$ cat src/rtl/nx_fifo_rd_pkg.sv
// Shared types and helpers for the nx_fifo stream read-side drainer.
package nx_fifo_rd_pkg;

    typedef enum logic [1:0] {
        OCC_EMPTY = 2'd0,
        OCC_ONE   = 2'd1,
        OCC_TWO   = 2'd2
    } nx_rd_occ_e;

    // Beat counter width: max(1, clog2(frame_len)).
    function automatic int beat_w(input int frame_len);
        return (frame_len <= 2) ? 1 : $clog2(frame_len);
    endfunction

endpackage

$ cat src/rtl/nx_fifo_rd_skid.sv
// Two-entry head/tail skid buffer with push/pop/flush; head is the stream output.
module nx_fifo_rd_skid
    import nx_fifo_rd_pkg::*;
#(
    parameter int DATA_W = 8
) (
    input  logic              i_clk,
    input  logic              i_rst,
    input  logic              i_flush,
    input  logic              i_push,
    input  logic              i_pop,
    input  logic [DATA_W-1:0] i_din,
    output nx_rd_occ_e        o_occ,
    output logic [DATA_W-1:0] o_head
);

    nx_rd_occ_e        r_occ;
    logic [DATA_W-1:0] r_head;
    logic [DATA_W-1:0] r_tail;

    // Occupancy state machine; push is never asserted by the top while full.
    always_ff @(posedge i_clk) begin
        if (i_rst || i_flush) begin
            r_occ  <= OCC_EMPTY;
            r_head <= '0;
            r_tail <= '0;
        end else begin
            case (r_occ)
                OCC_EMPTY: begin
                    if (i_push) begin
                        r_occ  <= OCC_ONE;
                        r_head <= i_din;
                    end
                end
                OCC_ONE: begin
                    if (i_push && !i_pop) begin
                        r_occ  <= OCC_TWO;
                        r_tail <= i_din;
                    end else if (i_push && i_pop) begin
                        r_head <= i_din;
                    end else if (i_pop) begin
                        r_occ  <= OCC_EMPTY;
                    end
                end
                OCC_TWO: begin
                    if (i_pop) begin
                        r_occ  <= OCC_ONE;
                        r_head <= r_tail;
                    end
                end
                default: r_occ <= OCC_EMPTY;
            endcase
        end
    end

    assign o_occ  = r_occ;
    assign o_head = r_head;

endmodule

$ cat src/rtl/nx_fifo_stream_rd.sv
// Read-side drainer: pops a show-ahead nx_fifo into a registered valid/ready
// stream with frame marking. Optional statistics under NX_FIFO_RD_STATS_EN.
module nx_fifo_stream_rd
    import nx_fifo_rd_pkg::*;
#(
    parameter int DATA_W    = 8,
`ifdef NX_FIFO_RD_STATS_EN
    parameter int STAT_W    = 16,
`endif
    parameter int FRAME_LEN = 4
) (
    input  logic              clk,
    input  logic              rst,
    input  logic              en,
    input  logic              clear,
    input  logic              fifo_empty,
    input  logic [DATA_W-1:0] fifo_rdata,
    output logic              fifo_ren,
    output logic              fifo_clear,
    output logic              out_valid,
    input  logic              out_ready,
    output logic [DATA_W-1:0] out_data,
`ifdef NX_FIFO_RD_STATS_EN
    output logic [STAT_W-1:0] stat_beats,
    output logic [STAT_W-1:0] stat_stalls,
`endif
    output logic              out_last
);

    localparam int            BW   = beat_w(FRAME_LEN);
    localparam logic [BW-1:0] LAST = BW'(FRAME_LEN - 1);

    nx_rd_occ_e        w_occ;
    logic [DATA_W-1:0] w_head;
    logic              w_push;
    logic              w_pop;
    logic [BW-1:0]     r_beat_cnt;

    // Pop only with room in the buffer; out_ready never reaches this gate.
    assign w_push     = en & ~fifo_empty & ~clear & ~rst & (w_occ != OCC_TWO);
    assign w_pop      = out_valid & out_ready;
    assign fifo_ren   = w_push;
    assign fifo_clear = clear;
    assign out_valid  = (w_occ != OCC_EMPTY);
    assign out_data   = w_head;
    assign out_last   = out_valid & (r_beat_cnt == LAST);

    nx_fifo_rd_skid #(
        .DATA_W (DATA_W)
    ) u_skid (
        .i_clk   (clk),
        .i_rst   (rst),
        .i_flush (clear),
        .i_push  (w_push),
        .i_pop   (w_pop),
        .i_din   (fifo_rdata),
        .o_occ   (w_occ),
        .o_head  (w_head)
    );

    // Beat-in-frame counter, advanced on every accepted beat.
    always_ff @(posedge clk) begin
        if (rst || clear) begin
            r_beat_cnt <= '0;
        end else if (w_pop) begin
            r_beat_cnt <= (r_beat_cnt == LAST) ? '0 : r_beat_cnt + 1'b1;
        end
    end

`ifdef NX_FIFO_RD_STATS_EN
    logic [STAT_W-1:0] r_stat_beats;
    logic [STAT_W-1:0] r_stat_stalls;

    // Saturating accepted-beat and stall-cycle counters.
    always_ff @(posedge clk) begin
        if (rst || clear) begin
            r_stat_beats  <= '0;
            r_stat_stalls <= '0;
        end else begin
            if (w_pop && (r_stat_beats != '1))
                r_stat_beats <= r_stat_beats + 1'b1;
            if (out_valid && !out_ready && (r_stat_stalls != '1))
                r_stat_stalls <= r_stat_stalls + 1'b1;
        end
    end

    assign stat_beats  = r_stat_beats;
    assign stat_stalls = r_stat_stalls;
`endif

endmodule
$ cat config.mk
export PLATFORM = sky130hd
export DESIGN_NAME = nx_fifo_stream_rd
export DESIGN_NICKNAME = d
export VERILOG_FILES = /design/src/rtl/nx_fifo_rd_pkg.sv /design/src/rtl/nx_fifo_rd_skid.sv /design/src/rtl/nx_fifo_stream_rd.sv
export SDC_FILE = /design/constraint.sdc
export NUM_CORES = 1
export LEC_CHECK = 0
export BUFFER_PORTS_ARGS = -buffer_cell sky130_fd_sc_hd__buf_2
export CAP_MARGIN = 20
export CELL_PAD_IN_SITES_DETAIL_PLACEMENT = 1
export CELL_PAD_IN_SITES_GLOBAL_PLACEMENT = 2
export CORE_MARGIN = 2
export CORE_UTILIZATION = 34
export DETAILED_ROUTE_END_ITERATION = 7
export PLACE_DENSITY_LB_ADDON = 0.08
export SYNTH_ARGS = -nofsm -noshare
export SYNTH_HDL_FRONTEND = slang
export SYNTH_HIERARCHICAL = 1
export SYNTH_SLANG_ARGS = --single-unit
$ cat constraint.sdc
create_clock -name clk -period 3.3 [get_ports clk]
set_input_delay 0.66 -clock clk [delete_from_list [all_inputs] [get_ports clk]]
set_output_delay 0.66 -clock clk [all_outputs]
set_load 0.05 [all_outputs]
==> impl_metrics.csv, run 1 <==
group,metric,value,unit
finish,fill_cells,319,
clocking,postCtsResizedCells,0,
clocking,worstSkewPairLatency,0.30,ns
finish,final_cells,147,
die,die_area,3410,um^2
clocking,cts_tree,"done",
finish,antennaDiodeCount,0,
finish,nets,132,
global_route,grt_max_degree,19,
worst_setup_path,rrSetupSlack,1.45,ns
die,initial_core_util,36.1,%
synthesis,synth-async-reset-ratio,0,%
synthesis,netlist_area,1000,um^2
global_route,grt_usage,13.8,%
global_route,overflow,0,
global_route,antenna_found_initial,0,
finish,final_util,42.0,%
clocking,cts_buffer_depth,2,
pwr,power.density,365,nW/um^2
detailed_routing,ant_nets,0,
synthesis,syn_area_per_cell,10.8,um^2
detailed_routing,drt_iter0_drc,13,
worst_setup_path,cp_max_fo,7,
timing,min_period_over_period,81.5,%
clocking,clkSinkCount,20,
synthesis,ys.flop_type,"dfxtp_1",
detailed_routing,post-route-drc-count,0,
worst_setup_path,reg2regPathDepth,5,
synthesis,ys_ff_latch,20,
placed_design,placed_area,1130,um^2
finish,drive_gt1_share,38.8,%
pwr,clockPowerShare,32.7,%
placed_design,place_inst,143,
worst_setup_path,worstPathRequired,2.64,ns
clocking,cts_buffers,3,
clocking,path_clk_slew,0.10,ns
die,fp.dieH,58.4,um
synthesis,ys_seq_area_share,39.9,%
timing,worst_slew_pin_slew,0.547,ns
detailed_routing,vias_per_cell,5.15,
worst_setup_path,arrival,2.03,ns
pwr,combPwrFrac,10.0,%
global_route,grt_pass1_vias,732,
worst_setup_path,startpoint_type,"input pin",
worst_hold_path,hold_path_depth,2,
synthesis,synth-edff-count,0,
timing,skew,0.00766,ns
finish,syn2layout_area_growth,16.2,%
timing,setup_tns,0,ns
pwr,ir_worst_vdd,262,uV
worst_hold_path,worstHoldPathType,"register to register",
placed_design,place_congestion,0.725,
clocking,cts_root_buf,"clkbuf_4",
timing,hold_viol_final,0,
placed_design,io_buffers,25,
detailed_routing,wirelength,2.10,mm
die,coreArea,2780,um^2
timing,setup_viol,0,
worst_setup_path,end_kind,"primary output",
pwr,internal_power,325,uW
synthesis,syn-num-nets,108,
clocking,post_cts_buffers,0,
clocking,htreeDepth,1,
finish,final_area,1170,um^2
die,rows,19,
synthesis,ys_types,29,
timing,rsz0062_at_grt,"false",
job,max_cap_violations,0,
global_route,grt_pass1_wl,3.53,mm
pwr,seq_power_share,57.3,%
die,ios,26,
detailed_routing,wire_per_inst,14.3,um
pwr,p_switching,101,uW
detailed_routing,firstDrtPassIters,2,
timing,final_max_slew_viol_count,0,
placed_design,dp_hpwl,1.46,mm
synthesis,ys_warn_count,6,
timing,maxSlewHeadroom,63.5,%
die,dieWidth,58.4,um
detailed_routing,via_count,757,
timing,min_period,2.69,ns
worst_setup_path,path_class,"input pin to primary output",
clocking,holdBufCountCts,0,
pwr,power_leakage,0.000494,uW
timing,max_freq,0.372,GHz
pwr,p_sw_share,23.7,%
synthesis,synthCells,93,
outcome,status,"finished, final reports clean",
registers in the layout (all words and copies together) (netlist names):
signal         cells
u_skid/r_tail      8
r_beat_cnt         2
u_skid/o_head      8
u_skid/o_occ       2
per-layer routing:
metal	wire length, um	track usage [%]
met1	1030	18.4
met2	967	21.8
met3	103	5.05
met4	0	1.99
met5	0	0
power groups by stage:
stage                     clock network, uW  registers (uW)  logic [uW]
final                                   139             244        42.7
after global routing                    156             244        46.5
after CTS                               145             244        43.2
after detailed placement                  0             250        43.0
after global placement                    0             250        42.3
after floorplan                           0             254        23.3
metrics by stage:
stage	hold WS (ns)	total power (uW)	setup WS [ns]
after floorplan	0.460	278	0.227
after global placement	0.472	292	0.662
after detailed placement	0.487	293	0.586
after CTS	0.515	432	0.598
after global routing	0.549	447	0.517
final	0.503	426	0.610
layout by cell type, fill, tap and decap left out:
cell / instances
buf_2: 25
inv_1: 1
clkbuf_4: 3
mux2_2: 2
and3b_1: 1
nor2_1: 8
or2_2: 2
or3b_1: 1
and4bb_2: 1
a21o_4: 1
mux2_4: 1
a211oi_1: 9
clkbuf_8: 1
clkinv_1: 1
a21oi_1: 2
nand3b_1: 1
nor4_1: 1
a21o_2: 1
nor3b_1: 3
dfxtp_1: 20
o21a_1: 1
a211oi_2: 8
ha_1: 1
nand2_1: 2
and2_1: 1
or2b_1: 1
mux2i_1: 16
or4b_1: 1
layout make-up:
class / count / area, um^2 / share of cell area, %
Multi-Input combinational cell: 65 / 559 / 47.9
Sequential cell: 20 / 400 / 34.3
Timing Repair Buffer: 25 / 125 / 10.7
Tap cell: 31 / 38.8 / 3.32
Clock buffer: 4 / 36.3 / 3.11
Inverter: 2 / 7.51 / 0.643
worst max-delay path, stage by stage:
cell and delay, ns:
buf_2 0.13, or4b_1 0.51, a21oi_1 0.38, buf_2 0.35
path summary, 6_finish.rpt:
path	to	startpoint
worst min register to register	u_skid/r_tail[3]	u_skid/r_tail[3]
worst max register to register	u_skid/r_tail[2]	u_skid/o_occ[0]
worst max-delay path	fifo_ren	clear
worst min-delay path	u_skid/r_tail[3]	u_skid/r_tail[3]
logic make-up (layout without fill, tap and decap cells):
family | after synthesis | count (layout) | synth area share (%)
and+or+nand+nor | 23 | 23 | 13.9
AOI/OAI and AO/OA | 22 | 22 | 20.8
buffers and inverters | 8 | 31 | 4.48
muxes | 19 | 19 | 19.7
adders and majority gates | 1 | 1 | 1.25
DFF | 20 | 20 | 39.9
synth_stat cells, types with 2 or more instances:
| cell | instances | area share, % |
|---|---|---|
| nand2_1 | 2 | 0.75 |
| buf_2 | 3 | 1.5 |
| nor3b_1 | 3 | 2.2 |
| mux2i_1 | 16 | 16 |
| mux2_2 | 2 | 2.2 |
| nor2_1 | 8 | 3.0 |
| or2_2 | 2 | 1.2 |
| a21oi_1 | 2 | 1.0 |
| a211oi_1 | 9 | 6.7 |
| a211oi_2 | 8 | 10 |
| dfxtp_1 | 20 | 40 |
Power figures use the tool's default switching activity.
==> run 2, diff against run 1 <==
CORE_UTILIZATION = 32   (was 34)
clock period = 2.8 ns   (was 3.3 ns; I/O delays follow)
==> run 2 against run 1 <==
Against the previous run:
- first-iteration DRC count increased by 15%
- sequential share of layout area decreased by 0.58 points
- setup slack got worse by 0.17 ns
- largest cell class unchanged
- flip-flop and latch count unchanged
- count of clock-buffer cells in the layout unchanged
- largest power group unchanged
- sequential power increased by 18%
- clock skew decreased by 0.0033 ns
- register-to-register slack got worse by 0.44 ns
- die area increased by 5.8%
- power increased by 19%
- worst hold slack improved by 0.0041 ns
==> impl_metrics.csv, run 2 (same netlist as run 1, synthesis figures left out) <==
group,metric,value,unit
detailed_routing,wirelength,2.26,mm
global_route,grt_pass1_vias,806,
clocking,worstSkewPairLatency,0.30,ns
detailed_routing,wire_per_inst,14.1,um
worst_hold_path,holdCritStartpoint,"fifo_rdata[6]",
pwr,total_power,508,uW
die,initial_core_util,33.2,%
worst_setup_path,startpoint_type,"input pin",
timing,rsz0062_at_grt,"false",
finish,nets,132,
worst_hold_path,worstHoldPathType,"input pin to register",
die,ios,26,
worst_hold_path,hold_path_depth,3,
timing,max_freq,0.424,GHz
clocking,cts_tree,"done",
global_route,grt_max_degree,19,
finish,layout_commonest_cell,"buf_2",
worst_setup_path,crit_path_cell_trace,"buf_2 -> or4b_1 -> a21oi_2 -> buf_2",
die,die_area,3600,um^2
detailed_routing,ant_nets,0,
timing,min_period_over_period,84.3,%
worst_setup_path,reg2regPathDepth,4,
worst_setup_path,r2r-start,"u_skid/o_occ[1]",
detailed_routing,drt_iter0_drc,15,
worst_setup_path,cpPeakStageDelay,0.53,ns
die,coreArea,3030,um^2
placed_design,place_inst,156,
placed_design,place_ws,0.386,ns
timing,setup_viol,0,
timing,hold_viol_final,0,
finish,layout_common_cells,"buf_2 (25), dfxtp_1 (20), mux2i_1 (16)",
worst_setup_path,arrival,1.80,ns
detailed_routing,vias_per_cell,4.97,
timing,setup_tns,0,ns
finish,final_cells,160,
global_route,grt_pass1_wl,3.80,mm
die,dieWidth,60.0,um
placed_design,io_buffers,25,
timing,maxSlewHeadroom,63.8,%
timing,skew,0.00438,ns
global_route,antenna_found_initial,0,
job,max_cap_violations,0,
worst_hold_path,hold_end,"u_skid/r_tail[6]",
placed_design,place_congestion,0.700,
finish,antennaDiodeCount,0,
clocking,clkSinkCount,20,
timing,finalWorstSetupSlack,0.440,ns
worst_setup_path,crit_slowest_cell,"or4b_1",
die,fp.dieH,60.0,um
pwr,ir_worst_vdd,238,uV
clocking,cts_buffer_depth,2,
pwr,power_leakage,0.000493,uW
detailed_routing,via_count,795,
clocking,post_cts_buffers,0,
timing,worst_slew_pin_slew,0.543,ns
timing,min_period,2.36,ns
die,rows,20,
worst_setup_path,timing.rr.end,"u_skid/o_head[2]",
pwr,power.density,428,nW/um^2
worst_setup_path,end_kind,"primary output",
detailed_routing,firstDrtPassIters,4,
outcome,status,"finished, final reports clean",
clocking,cts_buffers,3,
timing,final_max_slew_viol_count,0,
clocking,htreeDepth,1,
detailed_routing,post-route-drc-count,0,
worst_setup_path,cpMostUsedCell,"buf_2",
worst_setup_path,worstPathRequired,2.24,ns
clocking,cts_root_buf,"clkbuf_4",
clocking,postCtsResizedCells,0,
clocking,path_clk_slew,0.12,ns
global_route,grt_usage,14.5,%
placed_design,dp_hpwl,1.57,mm
worst_setup_path,path_class,"input pin to primary output",
finish,drive_gt1_share,39.7,%
finish,syn2layout_area_growth,18.2,%
clocking,holdBufCountCts,0,
worst_setup_path,rrSetupSlack,1.01,ns
global_route,overflow,0,
worst_setup_path,cp_max_fo,7,
finish,final_util,39.2,%
==> run 2: changes by cell type in the layout (fill, tap and decap cells not counted) <==
cell	previous run	this run
a21oi_1	2	1
a21oi_2	0	1
==> run 2: power breakdown <==
part | switching, uW | total (uW) | internal, uW | leakage [uW]
registers | 1.25 | 288 | 286 | 0.000161
logic | 33.1 | 50.8 | 17.7 | 0.000311
clock network | 90.3 | 170 | 79.3 | 0.0000210
total | 125 | 508 | 383 | 0.000493
==> run 2: per-layer routing <==
| metal | track usage, % | up-vias | share of wire [%] |
|---|---|---|---|
| met1 | 18.2 | 383 | 46 |
| met3 | 4.55 | 2 | 5.2 |
| met2 | 24.2 | 15 | 48 |
| met5 | 0 | - | 0 |
| met4 | 2.86 | 0 | 0.53 |
| li1 | - | 395 | - |
==> run 2: worst max path at each step <==
stage / cells past startpoint / start / slack, ns / endpoint
floorplan: 6 / clear / 0.24 / u_skid/r_tail[0]
global placement: 6 / clear / 0.43 / u_skid/o_head[2]
detailed placement: 6 / clear / 0.39 / u_skid/o_head[1]
CTS: 4 / clear / 0.45 / fifo_ren
global route: 4 / clear / 0.36 / fifo_ren
finish: 4 / clear / 0.44 / fifo_ren
==> run 2: area by class of cell <==
cell class,count,area (um^2)
Clock buffer,4,36.3
Fill cell,355,1840
Inverter,2,7.51
Multi-Input combinational cell,65,563
Sequential cell,20,400
Tap cell,44,55.1
Timing Repair Buffer,25,125
==> run 2: per-stage QoR <==
stage | hold WS, ns | instance area [um^2]
after floorplan | 0.460 | 1010
after global placement | 0.471 | 1150
after detailed placement | 0.489 | 1150
after CTS | 0.503 | 1190
after global routing | 0.506 | 1190
final | 0.507 | 1190
==> run 2: worst max-delay path: cells and delay by family <==
family,cells,cell delay [ns]
simple gates,1,0.53
compound gates,1,0.25
buf+inv,2,0.45
